===== src/rtl/alu_issue_ctrl.sv =====
`default_nettype none
// ============================================================================
//  Module   : alu_issue_ctrl
//  Purpose  : Arbitrates between a fetch requester (PC increment) and an
//             execute requester (ALU op) and sequences one operation at a time
//             onto an external multi-cycle ALU. Holds the HI/LO pair written
//             by MUL/DIV, serves MFHI/MFLO/NOP/HALT locally, and flags illegal
//             op codes with a sticky error.
//
//  Ports    : Clock, Clear (async, active-high)
//             fe_req/fe_pc/fe_gnt            fetch requester
//             ex_req/ex_op/ex_a/ex_b/ex_gnt  execute requester
//             alu_control/alu_incpc/alu_a/alu_b -> ALU, alu_result <- ALU
//             done/done_fe/result/hi/lo      completion and results
//             busy/halted/err                status
//             perf_issues/perf_stalls        performance counters
//
//  Config   : define ALU_ISSUE_PERF_EN to build the performance counters;
//             otherwise perf_issues/perf_stalls are tied to zero.
//
//  Revision : 1.0  initial release
// ============================================================================
module alu_issue_ctrl #(
    parameter int MULDIV_CYCLES = 4,   // 1..15
    parameter int SIMPLE_CYCLES = 1    // 1..15
) (
    input  logic        Clock,
    input  logic        Clear,
    // fetch side
    input  logic        fe_req,
    input  logic [31:0] fe_pc,
    output logic        fe_gnt,
    // execute side
    input  logic        ex_req,
    input  logic [4:0]  ex_op,
    input  logic [31:0] ex_a,
    input  logic [31:0] ex_b,
    output logic        ex_gnt,
    // ALU side
    output logic [4:0]  alu_control,
    output logic        alu_incpc,
    output logic [31:0] alu_a,
    output logic [31:0] alu_b,
    input  logic [63:0] alu_result,
    // completion / status
    output logic        done,
    output logic        done_fe,
    output logic [31:0] result,
    output logic [31:0] hi,
    output logic [31:0] lo,
    output logic        busy,
    output logic        halted,
    output logic        err,
    output logic [31:0] perf_issues,
    output logic [31:0] perf_stalls
);

    // ------------------------------------------------------------------
    // Constants
    // ------------------------------------------------------------------
    localparam logic [2:0] c_st_idle  = 3'd0;
    localparam logic [2:0] c_st_issue = 3'd1;
    localparam logic [2:0] c_st_wait  = 3'd2;
    localparam logic [2:0] c_st_done  = 3'd3;
    localparam logic [2:0] c_st_halt  = 3'd4;

    localparam logic [4:0] c_op_incpc = 5'b00011;
    localparam logic [4:0] c_op_mul   = 5'b01111;
    localparam logic [4:0] c_op_div   = 5'b10000;
    localparam logic [4:0] c_op_mfhi  = 5'b11000;
    localparam logic [4:0] c_op_mflo  = 5'b11001;
    localparam logic [4:0] c_op_halt  = 5'b11011;

    localparam logic [3:0] c_muldiv_cnt = 4'(MULDIV_CYCLES);
    localparam logic [3:0] c_simple_cnt = 4'(SIMPLE_CYCLES);

    // ------------------------------------------------------------------
    // State
    // ------------------------------------------------------------------
    logic [2:0]  r_state;
    logic [4:0]  r_op;        // op being served; fetch grants load c_op_incpc
    logic        r_is_fe;     // current op came from the fetch requester
    logic [3:0]  r_cnt;       // WAIT countdown
    logic        r_prio_ex;   // round-robin: 1 = execute wins a tie

    logic        r_fe_gnt;
    logic        r_ex_gnt;
    logic [4:0]  r_alu_control;
    logic        r_alu_incpc;
    logic [31:0] r_alu_a;
    logic [31:0] r_alu_b;
    logic        r_done;
    logic        r_done_fe;
    logic [31:0] r_result;
    logic [31:0] r_hi;
    logic [31:0] r_lo;
    logic        r_halted;
    logic        r_err;

    // ------------------------------------------------------------------
    // Arbitration and op classification
    // ------------------------------------------------------------------
    logic w_in_idle;
    logic w_grant_fe;
    logic w_grant_ex;
    logic w_ex_uses_alu;
    logic w_uses_alu;
    logic w_is_muldiv;

    assign w_in_idle  = (r_state == c_st_idle);
    // Fetch wins unless execute is also requesting and holds the priority.
    assign w_grant_fe = w_in_idle && fe_req && (!ex_req || !r_prio_ex);
    assign w_grant_ex = w_in_idle && ex_req && !w_grant_fe;

    // Op codes from MFHI upward (MFHI, MFLO, NOP, HALT, illegal) are served
    // locally and never drive the ALU.
    assign w_ex_uses_alu = (ex_op < c_op_mfhi);
    assign w_uses_alu    = (r_op < c_op_mfhi);
    // A fetch op is stored as c_op_incpc, so it can never look like MUL/DIV.
    assign w_is_muldiv   = (r_op == c_op_mul) || (r_op == c_op_div);

    // ------------------------------------------------------------------
    // Control FSM
    // ------------------------------------------------------------------
    always_ff @(posedge Clock or posedge Clear) begin
        if (Clear) begin
            r_state       <= c_st_idle;
            r_op          <= '0;
            r_is_fe       <= 1'b0;
            r_cnt         <= '0;
            r_prio_ex     <= 1'b0;
            r_fe_gnt      <= 1'b0;
            r_ex_gnt      <= 1'b0;
            r_alu_control <= '0;
            r_alu_incpc   <= 1'b0;
            r_alu_a       <= '0;
            r_alu_b       <= '0;
            r_done        <= 1'b0;
            r_done_fe     <= 1'b0;
            r_result      <= '0;
            r_hi          <= '0;
            r_lo          <= '0;
            r_halted      <= 1'b0;
            r_err         <= 1'b0;
        end else begin
            // single-cycle pulses
            r_fe_gnt  <= 1'b0;
            r_ex_gnt  <= 1'b0;
            r_done    <= 1'b0;
            r_done_fe <= 1'b0;

            case (r_state)
                c_st_idle: begin
                    if (w_grant_fe) begin
                        r_fe_gnt      <= 1'b1;
                        r_is_fe       <= 1'b1;
                        r_op          <= c_op_incpc;
                        r_prio_ex     <= 1'b1;
                        r_alu_incpc   <= 1'b1;
                        r_alu_control <= c_op_incpc;
                        r_alu_a       <= '0;
                        r_alu_b       <= fe_pc;
                        r_state       <= c_st_issue;
                    end else if (w_grant_ex) begin
                        r_ex_gnt  <= 1'b1;
                        r_is_fe   <= 1'b0;
                        r_op      <= ex_op;
                        r_prio_ex <= 1'b0;
                        if (ex_op > c_op_halt) begin
                            r_err <= 1'b1;
                        end
                        if (w_ex_uses_alu) begin
                            r_alu_incpc   <= 1'b0;
                            r_alu_control <= ex_op;
                            r_alu_a       <= ex_a;
                            r_alu_b       <= ex_b;
                        end
                        r_state <= c_st_issue;
                    end
                end

                c_st_issue: begin
                    if (w_uses_alu) begin
                        r_cnt   <= w_is_muldiv ? c_muldiv_cnt : c_simple_cnt;
                        r_state <= c_st_wait;
                    end else if (r_op == c_op_halt) begin
                        // HALT reports completion on entry and then parks.
                        r_done   <= 1'b1;
                        r_halted <= 1'b1;
                        r_state  <= c_st_halt;
                    end else begin
                        r_state <= c_st_done;
                    end
                end

                c_st_wait: begin
                    if (r_cnt <= 4'd1) begin
                        r_state <= c_st_done;
                    end else begin
                        r_cnt <= r_cnt - 4'd1;
                    end
                end

                c_st_done: begin
                    r_done    <= 1'b1;
                    r_done_fe <= r_is_fe;
                    if (w_uses_alu) begin
                        r_result <= alu_result[31:0];
                        if (w_is_muldiv) begin
                            r_hi <= alu_result[63:32];
                            r_lo <= alu_result[31:0];
                        end
                    end else if (r_op == c_op_mfhi) begin
                        r_result <= r_hi;
                    end else if (r_op == c_op_mflo) begin
                        r_result <= r_lo;
                    end
                    // ALU drives are held through DONE so alu_result is
                    // still valid when sampled, then released for IDLE.
                    r_alu_incpc   <= 1'b0;
                    r_alu_control <= '0;
                    r_alu_a       <= '0;
                    r_alu_b       <= '0;
                    r_state       <= c_st_idle;
                end

                c_st_halt: begin
                    r_state <= c_st_halt;
                end

                default: begin
                    r_state <= c_st_idle;
                end
            endcase
        end
    end

    // ------------------------------------------------------------------
    // Optional performance counters
    // ------------------------------------------------------------------
`ifdef ALU_ISSUE_PERF_EN
    logic [31:0] r_perf_issues;
    logic [31:0] r_perf_stalls;
    logic        w_granting;
    logic        w_pending;

    assign w_granting = w_grant_fe || w_grant_ex;
    assign w_pending  = fe_req || ex_req;

    always_ff @(posedge Clock or posedge Clear) begin
        if (Clear) begin
            r_perf_issues <= '0;
            r_perf_stalls <= '0;
        end else begin
            if (w_granting) begin
                r_perf_issues <= r_perf_issues + 32'd1;
            end
            if (w_pending && !w_granting) begin
                r_perf_stalls <= r_perf_stalls + 32'd1;
            end
        end
    end

    assign perf_issues = r_perf_issues;
    assign perf_stalls = r_perf_stalls;
`else
    assign perf_issues = '0;
    assign perf_stalls = '0;
`endif

    // ------------------------------------------------------------------
    // Outputs
    // ------------------------------------------------------------------
    assign fe_gnt      = r_fe_gnt;
    assign ex_gnt      = r_ex_gnt;
    assign alu_control = r_alu_control;
    assign alu_incpc   = r_alu_incpc;
    assign alu_a       = r_alu_a;
    assign alu_b       = r_alu_b;
    assign done        = r_done;
    assign done_fe     = r_done_fe;
    assign result      = r_result;
    assign hi          = r_hi;
    assign lo          = r_lo;
    assign halted      = r_halted;
    assign err         = r_err;
    assign busy        = (r_state != c_st_idle) && (r_state != c_st_halt);

endmodule
`default_nettype wire


===== config.mk =====
export PLATFORM = sky130hd
export DESIGN_NAME = alu_issue_ctrl
export DESIGN_NICKNAME = d
export VERILOG_FILES = /design/src/rtl/alu_issue_ctrl.sv
export SDC_FILE = /design/constraint.sdc
export NUM_CORES = 1
export LEC_CHECK = 0
export ABC_AREA = 1
export CAP_MARGIN = 25
export CORE_UTILIZATION = 25
export CTS_BUF_LIST = sky130_fd_sc_hd__clkbuf_16
export DETAILED_ROUTE_END_ITERATION = 16
export SYNTH_ARGS = -nofsm -noshare
export SYNTH_HDL_FRONTEND = slang
export SYNTH_SLANG_ARGS = --single-unit

===== constraint.sdc =====
create_clock -name Clock -period 14.2 [get_ports Clock]
set_clock_uncertainty 0.2 [all_clocks]
set_input_delay 1.42 -clock Clock [delete_from_list [all_inputs] [get_ports Clock]]
set_output_delay 1.42 -clock Clock [all_outputs]
set_load 0.05 [all_outputs]

# Word level (Yosys, flattened, before mapping)
# Index checks and enable logic that the tools add are counted.
[totals]
reg_bits = 185
[op_classes]
add_sub_neg = 1
order_cmp = 4
eq_ne = 15
n_mux = 42
bitwise = 2
n_reduce_logical = 24
[op_table]
columns = ["cell", "count"]
rows = [
  ["two-way mux 32 bit", 9],
  ["one-hot mux 32 bit (2 select lines)", 2],
  ["two-way mux 5 bit", 5],
  ["equality test 5 bit, second input constant", 4],
  ["two-way mux 3 bit", 6],
  ["two-way mux 1 bit", 13],
  ["one-hot mux 3 bit (4 select lines)", 1],
  ["AND reduction 3 bit", 4],
  ["< comparator 5 bit, second input constant", 2],
  ["one-hot mux 5 bit (2 select lines)", 1],
  ["two-way mux 4 bit", 2],
  ["one-hot mux 4 bit (2 select lines)", 1],
  ["equality test 3 x 2 -> 1 bit, second input constant", 2],
  ["!= test 2 bit, second input constant", 3],
  ["!= test 3 x 1 -> 1 bit, second input constant", 2],
  ["AND reduction 2 bit", 3],
  ["nonzero test 2 bit", 3],
  ["nonzero test 3 bit", 2],
  ["equality test 5 x 4 -> 1 bit, second input constant", 1],
  ["> comparator 5 bit, second input constant", 1],
  ["logical AND 1 bit", 5],
  ["<= comparator 4 x 1 -> 1 bit, second input constant", 1],
  ["one-hot mux 1 bit (2 select lines)", 2],
  ["AND reduction 4 bit", 1],
  ["8 further kinds", 12],
]

# Logic depth before layout (Yosys ltp)
# Gate-level depths: netlist (run 1).
[depth]
depth_word = 8
depth_mapped = 10

# Worst setup path after synthesis (run 1)
# OpenSTA, ideal clock, no wires.
[synth_timing]
path_type = "input to register"
from = "input port ex_req"
to = "register r_alu_a[17], in the netlist alu_a[17]"
arrival_time_ps = 2309
required_ps = 13934
setup_slack_ps = 11625
stages = 7
n_path_buf = 1
path_cell_list = "nand2_1 nand2_1 nand4_1 nand3_1 clkbuf_1 nand2_1 nand2_1"
[synth_between]
elab_chain_cells = 7
elab_cells_between_ends = 11
cone_classes = "2 x eq/ne; 2 x mux; 7 x reduce/logical"
[synth_lines]
columns = ["item", "line", "text"]
rows = [
  ["from (decl)", "34", "input logic ex_req,"],
  ["logical NOT 1 bit", "112", "assign w_grant_fe = w_in_idle && fe_req && (!ex_req || !r_prio_ex);"],
  ["logical OR 1 bit", "112", ""],
  ["logical AND 1 bit", "112", ""],
  ["logical NOT 1 bit", "113", "assign w_grant_ex = w_in_idle && ex_req && !w_grant_fe;"],
  ["logical AND 1 bit", "113", ""],
  ["!= test 3 x 1 -> 1 bit (no line)", "n/a", ""],
  ["AND reduction 3 bit (no line)", "n/a", ""],
  ["to (signal assigned)", "136", "r_alu_a <= '0;"],
  ["to (signal assigned)", "161", "r_alu_a <= '0;"],
  ["to (signal assigned)", "175", "r_alu_a <= ex_a;"],
  ["to (decl)", "90", "logic [31:0] r_alu_a;"],
]
# Several ways; a longest one is shown, not always the timed one.
# A chain may end at the register's enable or synchronous reset.

# Worst setup path after layout (run 1)
[layout_timing]
from = "register r_state[2]"
to = "register r_result[20], in the netlist result[20]"
[layout_between]
elab_chain_cells = 2
[layout_lines]
columns = ["item", "line", "text"]
rows = [
  ["from (decl)", "80", "logic [2:0] r_state;"],
  ["from (signal assigned)", "127", "r_state <= c_st_idle;"],
  ["from (signal assigned)", "163", "r_state <= c_st_issue;"],
  ["from (signal assigned)", "178", "r_state <= c_st_issue;"],
  ["equality test 3 x 2 -> 1 bit", "152", "case (r_state)"],
  ["AND reduction 2 bit (no line)", "n/a", ""],
  ["to (signal assigned)", "208", "r_result <= alu_result[31:0];"],
  ["to (signal assigned)", "214", "r_result <= r_hi;"],
  ["to (signal assigned)", "216", "r_result <= r_lo;"],
  ["to (decl)", "94", "logic [31:0] r_result;"],
]
# No other way between the ends.

==> results of run 1 <==
## cell usage in the layout (no fill, tap or decap), types with 3 or more instances in the layout
cell type and instances:
buf_4 11, nand2_1 514, inv_1 69, inv_8 3, nor2_1 117, bufinv_16 3
nand3b_1 22, nand4_1 3, nor2_4 3, dfrtp_1 185, inv_2 4, conb_1 64
a21oi_1 38, clkbuf_16 17, o21ai_0 36, clkdlybuf4s50_1 341, nand3_1 113
## cell type report
type                    instances  area, sq um  area share, %
well taps                     468          586           4.34
clock inverters                14          170           1.26
repair buffers                353         3520           26.1
inverters                      73          282           2.09
flip-flops and latches        185         4630           34.3
multi-input cells             924         3870           28.7
clock buffers                  17          425           3.15
## state kept, by name, summed over array words and instances (netlist names), 3 cells and up
name and flops:
r_op 5, alu_control 5, alu_b 32, lo 32, alu_a 32, r_cnt 4, hi 32, result 32
r_state 3
## worst max-delay path: cells and delay by family, from the launching register on
family / cells / cell delay (ns)
flops: 1 / 0.40
buf+inv: 5 / 2.18
compound gates: 1 / 0.12
simple gates: 3 / 0.81
## through the flow
step	hold slack, ns	instance area [sq um]
after floorplan	0.264	9550
after global placement	0.256	12900
after detailed placement	0.258	12900
after CTS	0.276	13500
after global routing	0.296	13500
final	0.277	13500
## worst paths after layout
path                       depth (start not counted)       start         end  slack (ns)
setup reg to reg                                   9  r_state[2]  result[20]       10.31
setup / recovery                                   9  r_state[2]  result[20]       10.31
hold reg to reg                                    2      halted      halted        0.28
min in group asynchronous                          2       Clear       hi[0]        1.32
max in group asynchronous                          4       Clear      hi[24]       11.44
hold / removal                                     2      halted      halted        0.28
## layer usage
metal	global-route usage, %	part of all wire [%]	up-vias
li1	-	-	4348
met1	20.5	43	4123
met2	27.1	48	340
met3	5.32	8.2	19
met4	4.11	1.2	0
met5	0	0	-
## report_power, final
part	total, W	switching, W	internal, W
clock	0.000499	0.000221	0.000278
sequential	0.000935	0.000169	0.000766
combinational	0.00209	0.00146	0.000628
total	0.00352	0.00185	0.00167
## kinds of logic after synthesis
kind of cell,Yosys count,synth area share [%]
and+or+nand+nor,780,34.2
DFF,185,49.7
adders and majority gates,2,0.269
AOI/OAI and AO/OA,77,4.16
buffers and inverters,206,11.5
xor gates and xnor gates,1,0.0941
other,1,0.0403
==> results.toml, run 1 <==
[status]
run_status = "completed"

[clocking]
clockBufferDepth = 2
ctsHoldBuffers = 0
cts-htree-levels = 4
clk_pin_slew_ns = 0.07
clk_latency_ns = 0.44
cts_resized = 0
clkSinkCount = 185
cts_root_buf = "clkbuf_16"
cts_tree = "done"
cts_setup_buffers = 0
cts_buffers = 17

[floorplanning]
initial_core_util_pct = 25.4
die_y_microns = 195
core-area_sq_um = 36600
dieArea_sq_um = 38000
placementRows = 70
die_w_microns = 195
pin_count = 406

[sta]
final.setup.tns_ns = 0
max_freq_mhz = 257
period_needed_ns = 3.89
worst_slack_ns = 10.31
setup_viol = 0
hold_viol_final = 0
max_slew.worst_pin.slew_ns = 0.969
post-route-period-util_pct = 27.4
rsz0062_at_grt = "false"
slew_headroom_pct = 35.4
drv_slew = 0

[detailed_routing]
wirelength_microns = 31300
via_per_inst = 4.34
drtIter0Drc = 381
vias = 8830
wl_per_cell_microns = 15.4
drc = 0
first_pass_iters = 5
postRouteAntennaNets = 0

[cells_and_area]
num-nets-final = 1725
diodes = 0
fillers = 3812
utilization_pct = 36.8
syn_to_final_growth_pct = 44.8
final_cells = 2034
drive_gt1_share_pct = 3.51

[global_route]
grt_pass1_wl_microns = 48300
grt_pass1_vias = 8639
grt_max_degree = 111
gr-usage-all-layers_pct = 16.4
overflow = 0
antenna_found_initial = 0

[synth]
yosysSeqAreaShare_pct = 49.7
synth-seq-cells = 185
yosysMostFrequentCell = "nand2_1"
synth_area_leaders = "dfrtp_1, nand2_1, nand3_1, buf_4, nor2_1"
synthDistinctLibCells = 25
async_flop_share_pct = 100
synth_area_sq_um = 9310
postSynthCellCount = 1252
yosysTopAreaCell = "dfrtp_1"
yosysTopAreaCellShare_pct = 49.7
synth_common_cells = "nand2_1, dfrtp_1, nor2_1"
syn-mean-instance-area_sq_um = 7.44
synth_edf_count = 0
synthFlopType = "dfrtp_1"
ys_warn_count = 0

[critical_path]
crit_fanout = 43
worstSetupPathType = "flop to flop"
max_stage_delay_ns = 0.83
cpMaxStageDelayCell = "inv_2"
worst_setup_path_start_kind = "flop"
cpMostUsedCell = "inv_2"
path_cells = "inv_2, nand3_2, inv_2, buf_4, nand2_2, buf_4, inv_2, nor2_1, a21oi_1"
cp.arrival_ns = 4.06
cp-end-kind = "flop"
worstPathRequired_ns = 14.36

[place]
dp.cells = 2002
hpwlAfterDp_microns = 22100
place_ws_ns = 10.32
gp_routability_congestion = 0.818
port_buffers = 341

[run]
max-cap-violations = 0

[pwr]
power_w = 0.00352
power_density_nw_per_um2 = 261
cellLeakagePower_nw = 6.68
ir_worst_vdd_v = 0.000134

[worst_hold_path]
hold_class = "flop to flop"
Note: power is estimated with default switching activity, not from simulation.
==> run 2, diff against run 1 <==
==> constraint.sdc (replaced) <==
create_clock -name Clock -period 3.7 [get_ports Clock]
set_clock_uncertainty 0.2 [all_clocks]
set_input_delay 0.37 -clock Clock [delete_from_list [all_inputs] [get_ports Clock]]
set_output_delay 0.37 -clock Clock [all_outputs]
set_load 0.05 [all_outputs]
==> run 2 against run 1 <==
Effect of this change:
- flip-flop and latch count unchanged
- total power increased to 3.9 times the previous value
- register-to-register slack got worse by 9.0 ns
- core utilization increased by 0.39 points
- highest routed layer is now met5
- via count increased by 1.9%
- count of clock-buffer cells in the layout unchanged
- clock power increased to 3.7 times the previous value
- sequential share of layout area decreased by 0.36 points
- die area unchanged
- critical path depth decreased by 6
- hold slack got worse by 0.21 ns
- largest power group unchanged
- cell count increased by 0.69%
- largest cell class unchanged
==> results.toml, run 2 (same netlist as run 1, synthesis figures left out) <==
[critical_path]
worst_setup_path_start_kind = "flop"
max_stage_delay_ns = 0.81
cp.arrival_ns = 1.87
crit_fanout = 6
path_cells = "nor2_1, inv_1, clkdlybuf4s50_1"
worstSetupPathType = "flop to output pin"
worstPathRequired_ns = 3.13
cp-end-kind = "output pin"
cpMaxStageDelayCell = "clkdlybuf4s50_1"

[pwr]
power_density_nw_per_um2 = 996
cellLeakagePower_nw = 6.75
clkPwrFrac_pct = 13.5
swShare_pct = 52.8
power_switching_w = 0.00716
p_seq_share_pct = 26.5
p_comb_share_pct = 60.0
internal-power_w = 0.00641
ir_worst_vdd_v = 0.000401

[worst_hold_path]
hold_class = "input port to asynchronous set/reset pin"

[cells_and_area]
diodes = 0
num-nets-final = 1738
layout_commonest_cell = "nand2_1"
final_cell_mix = "nand2_1, clkdlybuf4s50_1, dfrtp_1"
final_cells = 2048
syn_to_final_growth_pct = 46.4
drive_gt1_share_pct = 4.18
design_area_sq_um = 13600

[place]
port_buffers = 341
dp.cells = 2016
gp_routability_congestion = 0.823
hpwlAfterDp_microns = 22900
place_area_sq_um = 13100

[clocking]
ctsHoldBuffers = 0
cts_buffers = 17
cts_resized = 0
cts-htree-levels = 4
clkSinkCount = 185
cts_tree = "done"
clk_latency_ns = 0.45
cts_root_buf = "clkbuf_16"
cts_setup_buffers = 0
clockBufferDepth = 2
clk_pin_slew_ns = 0.07

[detailed_routing]
via_per_inst = 4.40
first_pass_iters = 5
drtIter0Drc = 426
postRouteAntennaNets = 0
vias = 9001
wl_per_cell_microns = 15.7
drc = 0
wirelength_microns = 32200

[status]
run_status = "completed"

[floorplanning]
die_w_microns = 195
pin_count = 406
placementRows = 70
initial_core_util_pct = 25.4
die_y_microns = 195
dieArea_sq_um = 38000
core-area_sq_um = 36600

[global_route]
gr-usage-all-layers_pct = 17.0
grt_pass1_vias = 8786
grt_pass1_wl_microns = 50000
antenna_found_initial = 1
grt_max_degree = 97
overflow = 0

[sta]
final.setup.tns_ns = 0
max_slew.worst_pin.slew_ns = 0.747
slew_headroom_pct = 50.0
rsz0062_at_grt = "false"
post-route-period-util_pct = 65.9
setup_viol = 0
drv_slew = 0
hold_viol_final = 0
period_needed_ns = 2.44
max_freq_mhz = 410

[run]
max-cap-violations = 0
==> run 2: changes by cell type in the layout (fill, tap and decap cells not counted) <==
cell	delta
buf_4	+6
clkinvlp_4	+3
inv_8	-3
inv_6	-1
buf_16	-1
clkinv_2	-1
buf_12	+8
inv_1	+3
clkinv_4	+1
bufinv_16	-1
==> run 2: power groups by stage <==
stage          clock, W  combinational (W)  sequential, W
2_1_floorplan         0            0.00261        0.00636
3_3_place_gp          0            0.00815        0.00362
3_5_place_dp          0            0.00822        0.00362
4_1_cts         0.00188            0.00823        0.00361
5_1_grt         0.00195            0.00873        0.00373
6_report        0.00183            0.00815        0.00360
==> run 2: per-stage QoR <==
step	utilization (%)	total power, W	hold WS (ns)	worst slack (ns)
final	37.2	0.0136	0.0681	1.26
after global routing	37.2	0.0144	0.0929	1.10
after CTS	37.2	0.0137	0.0529	1.23
after detailed placement	35.7	0.0118	0.257	1.13
after global placement	35.6	0.0118	0.255	1.17
after floorplan	-	0.00896	0.264	0.751
==> run 2: cell type report <==
cell class | count | area, sq um
Sequential cell | 185 | 4630
Inverter | 73 | 278
Tap cell | 468 | 586
Timing Repair Buffer | 366 | 3700
Clock buffer | 17 | 425
Clock inverter | 15 | 139
Multi-Input combinational cell | 924 | 3870
Fill cell | 3844 | 23000
==> run 2: worst paths after layout <==
check,from,end,slack (ns),depth (start not counted)
worst max register to register,r_state[2],alu_a[5],1.32,8
worst min register to register,alu_incpc,alu_incpc,0.27,2
min in group Clock,alu_result[56],hi[24],0.27,3
worst min-delay path,Clear,alu_b[15],0.07,2
worst max-delay path,r_state[0],busy,1.26,3
max in group asynchronous,Clear,hi[29],2.45,4
==> run 2: routing by layer <==
| metal | up-vias | track usage [%] | wire, microns |
|---|---|---|---|
| met5 | - | 0 | 12 |
| met4 | 2 | 6.12 | 709 |
| met3 | 35 | 5.39 | 2540 |
| met2 | 348 | 27.6 | 15000 |
| met1 | 4239 | 21.2 | 14000 |
| li1 | 4377 | - | - |
==> run 2: worst max-delay path: cells and delay by family, from the launching register on <==
| kind | cells | cell delay [ns] |
|---|---|---|
| buffers and inverters | 2 | 0.88 |
| flip-flops | 1 | 0.45 |
| AND/OR/NAND/NOR | 1 | 0.09 |
==> run 3, diff against run 2 <==
==> constraint.sdc (replaced) <==
create_clock -name Clock -period 1.98 [get_ports Clock]
set_clock_uncertainty 0.2 [all_clocks]
set_input_delay 0.198 -clock Clock [delete_from_list [all_inputs] [get_ports Clock]]
set_output_delay 0.198 -clock Clock [all_outputs]
set_load 0.05 [all_outputs]
==> run 3 against run 2 <==
Effect of this change:
- design area down 0.23%
- die area unchanged
- clock power up 92%
- register-to-register slack worse by 1.2 ns
- critical path depth up 5
- flip-flop and latch count unchanged
- combinational power up 80%
- count of clock-buffer cells in the layout unchanged
- via count down 0.52%
- hold slack better by 0.045 ns
- largest cell class unchanged
- largest power group unchanged
==> results.toml, run 3 (same netlist as run 1, synthesis figures left out) <==
[worst_hold_path]
hp-start = "alu_result[59]"
hold_class = "input port to flop"

[global_route]
overflow = 0
grt_pass1_wl_microns = 49700
grt_pass1_vias = 8771
antenna_found_initial = 1
grt_max_degree = 84
gr-usage-all-layers_pct = 16.8

[sta]
worst_slack_ns = 0.147
max_freq_mhz = 546
hold_viol_final = 0
drv_slew = 0
hold-worst-slack_ns = 0.113
max_slew.worst_pin.slew_ns = 0.544
period_needed_ns = 1.83
setup_viol = 0
post-route-period-util_pct = 92.6
slew_headroom_pct = 63.9

[pwr]
ir_worst_vdd_v = 0.000813
clkPwrFrac_pct = 14.1
p_comb_share_pct = 59.1
power_density_nw_per_um2 = 1830
power_switching_w = 0.0134
cellLeakagePower_nw = 7.04
internal-power_w = 0.0116
power_w = 0.0249
p_seq_share_pct = 26.8
swShare_pct = 53.6

[critical_path]
worst_setup_path_start_kind = "flop"
rrSetupSlack_ns = 0.15
crit_start = "r_state[0]"
rr_endpoint = "alu_a[14]"
ff2ff_path_depth = 8
r2r-start = "r_state[0]"
cp.arrival_ns = 2.01
worstSetupPathType = "flop to flop"
cp-end-kind = "flop"
endpoint = "alu_a[14]"
crit_fanout = 47
worstPathRequired_ns = 2.16

[detailed_routing]
wirelength_microns = 32100
drtIter0Drc = 387
via_per_inst = 4.33
postRouteAntennaNets = 0
wl_per_cell_microns = 15.5
vias = 8954
drc = 0
first_pass_iters = 5

[floorplanning]
core-area_sq_um = 36600
placementRows = 70
initial_core_util_pct = 25.4
die_y_microns = 195
pin_count = 406
dieArea_sq_um = 38000
die_w_microns = 195

[place]
place_ws_ns = 0.0246
gp_routability_congestion = 0.836
port_buffers = 341
hpwlAfterDp_microns = 23200
place_area_sq_um = 13100

[cells_and_area]
num-nets-final = 1757
design_area_sq_um = 13600
syn_to_final_growth_pct = 46.0
utilization_pct = 37.2
final_cell_mix = "nand2_1, dfrtp_1, clkdlybuf4s50_1"
drive_gt1_share_pct = 9.70
seq_area_sq_um = 4630
layout_commonest_cell = "nand2_1"
multi_input_area_sq_um = 3880
diodes = 0
fillers = 3938

[clocking]
cts-htree-levels = 4
clk_latency_ns = 0.45
cts_root_buf = "clkbuf_16"
clkSinkCount = 185
clk_pin_slew_ns = 0.07
clockBufferDepth = 2
cts_buffers = 17
cts_tree = "done"

[run]
max-cap-violations = 0

[status]
run_status = "completed"
-- run 3: cell types whose count changed in the layout (fill, tap and decap cells not counted), moves of 2 or more --
cell | before | now
buf_12 | 8 | 16
clkdlybuf4s50_1 | 341 | 168
dlygate4sd2_1 | 0 | 102
buf_4 | 17 | 98
clkinv_1 | 2 | 4
inv_1 | 72 | 69
-- run 3: final cells by class --
cell class	count	share of cell area, %
Inverter	73	2.06
Clock buffer	17	3.13
Multi-Input combinational cell	924	28.5
Timing Repair Buffer	385	26.8
Tap cell	468	4.31
Clock inverter	14	1.16
Sequential cell	185	34.0
-- run 3: per-layer routing --
layer | part of all wire [%] | global-route usage [%] | vias to the layer above
li1 | - | - | 4422
met1 | 43 | 20.6 | 4146
met2 | 47 | 28.2 | 359
met3 | 7.8 | 4.94 | 27
met4 | 1.8 | 5.77 | 0
met5 | 0 | 0 | -
-- run 3: timing repair --
| item | in CTS | in global routing |
|---|---|---|
| setup buffers | 0 | 2 |
| gates resized for setup | 102 | 2 |
| hold endpoints to repair | 19 | 0 |
| hold buffers | 1 | 0 |
| endpoints found under the setup margin | 102 | 33 |
| pin swaps | 0 | 1 |
-- run 3: worst min-delay path by stage --
stage / to / slack [ns] / cells past startpoint
finish: hi[27] / 0.11 / 3
global placement: halted / 0.26 / 2
global route: hi[1] / 0.1 / 3
detailed placement: halted / 0.26 / 2
floorplan: r_op[3] / 0.11 / 2
CTS: hi[2] / 0.08 / 3
-- run 3: through the flow --
| stage | TNS, ns | instances |
|---|---|---|
| floorplan | -147.36 | 1315 |
| finish | 0 | 2066 |
| detailed placement | 0 | 2032 |
| CTS | 0 | 2064 |
| global route | -0.00848 | 2066 |
| global placement | 0 | 2032 |
-- run 3: power by group through the flow --
| stage | registers [W] | logic (W) | clock network [W] |
|---|---|---|---|
| 5_1_grt | 0.00691 | 0.0158 | 0.00376 |
| 4_1_cts | 0.00669 | 0.0149 | 0.00361 |
| 3_3_place_gp | 0.00674 | 0.0153 | 0 |
| 3_5_place_dp | 0.00675 | 0.0155 | 0 |
| 6_report | 0.00668 | 0.0147 | 0.00352 |
| 2_1_floorplan | 0.0119 | 0.00487 | 0 |
-- run 3: critical path, stage by stage (launching register included) --
cell and delay [ns]:
dfrtp_1 0.46, nor2_1 0.23, nand2_1 0.12, nand2_1 0.11, nand2_1 0.10, nor2_4 0.14
buf_12 0.22, nand2_1 0.09, nand2_1 0.07
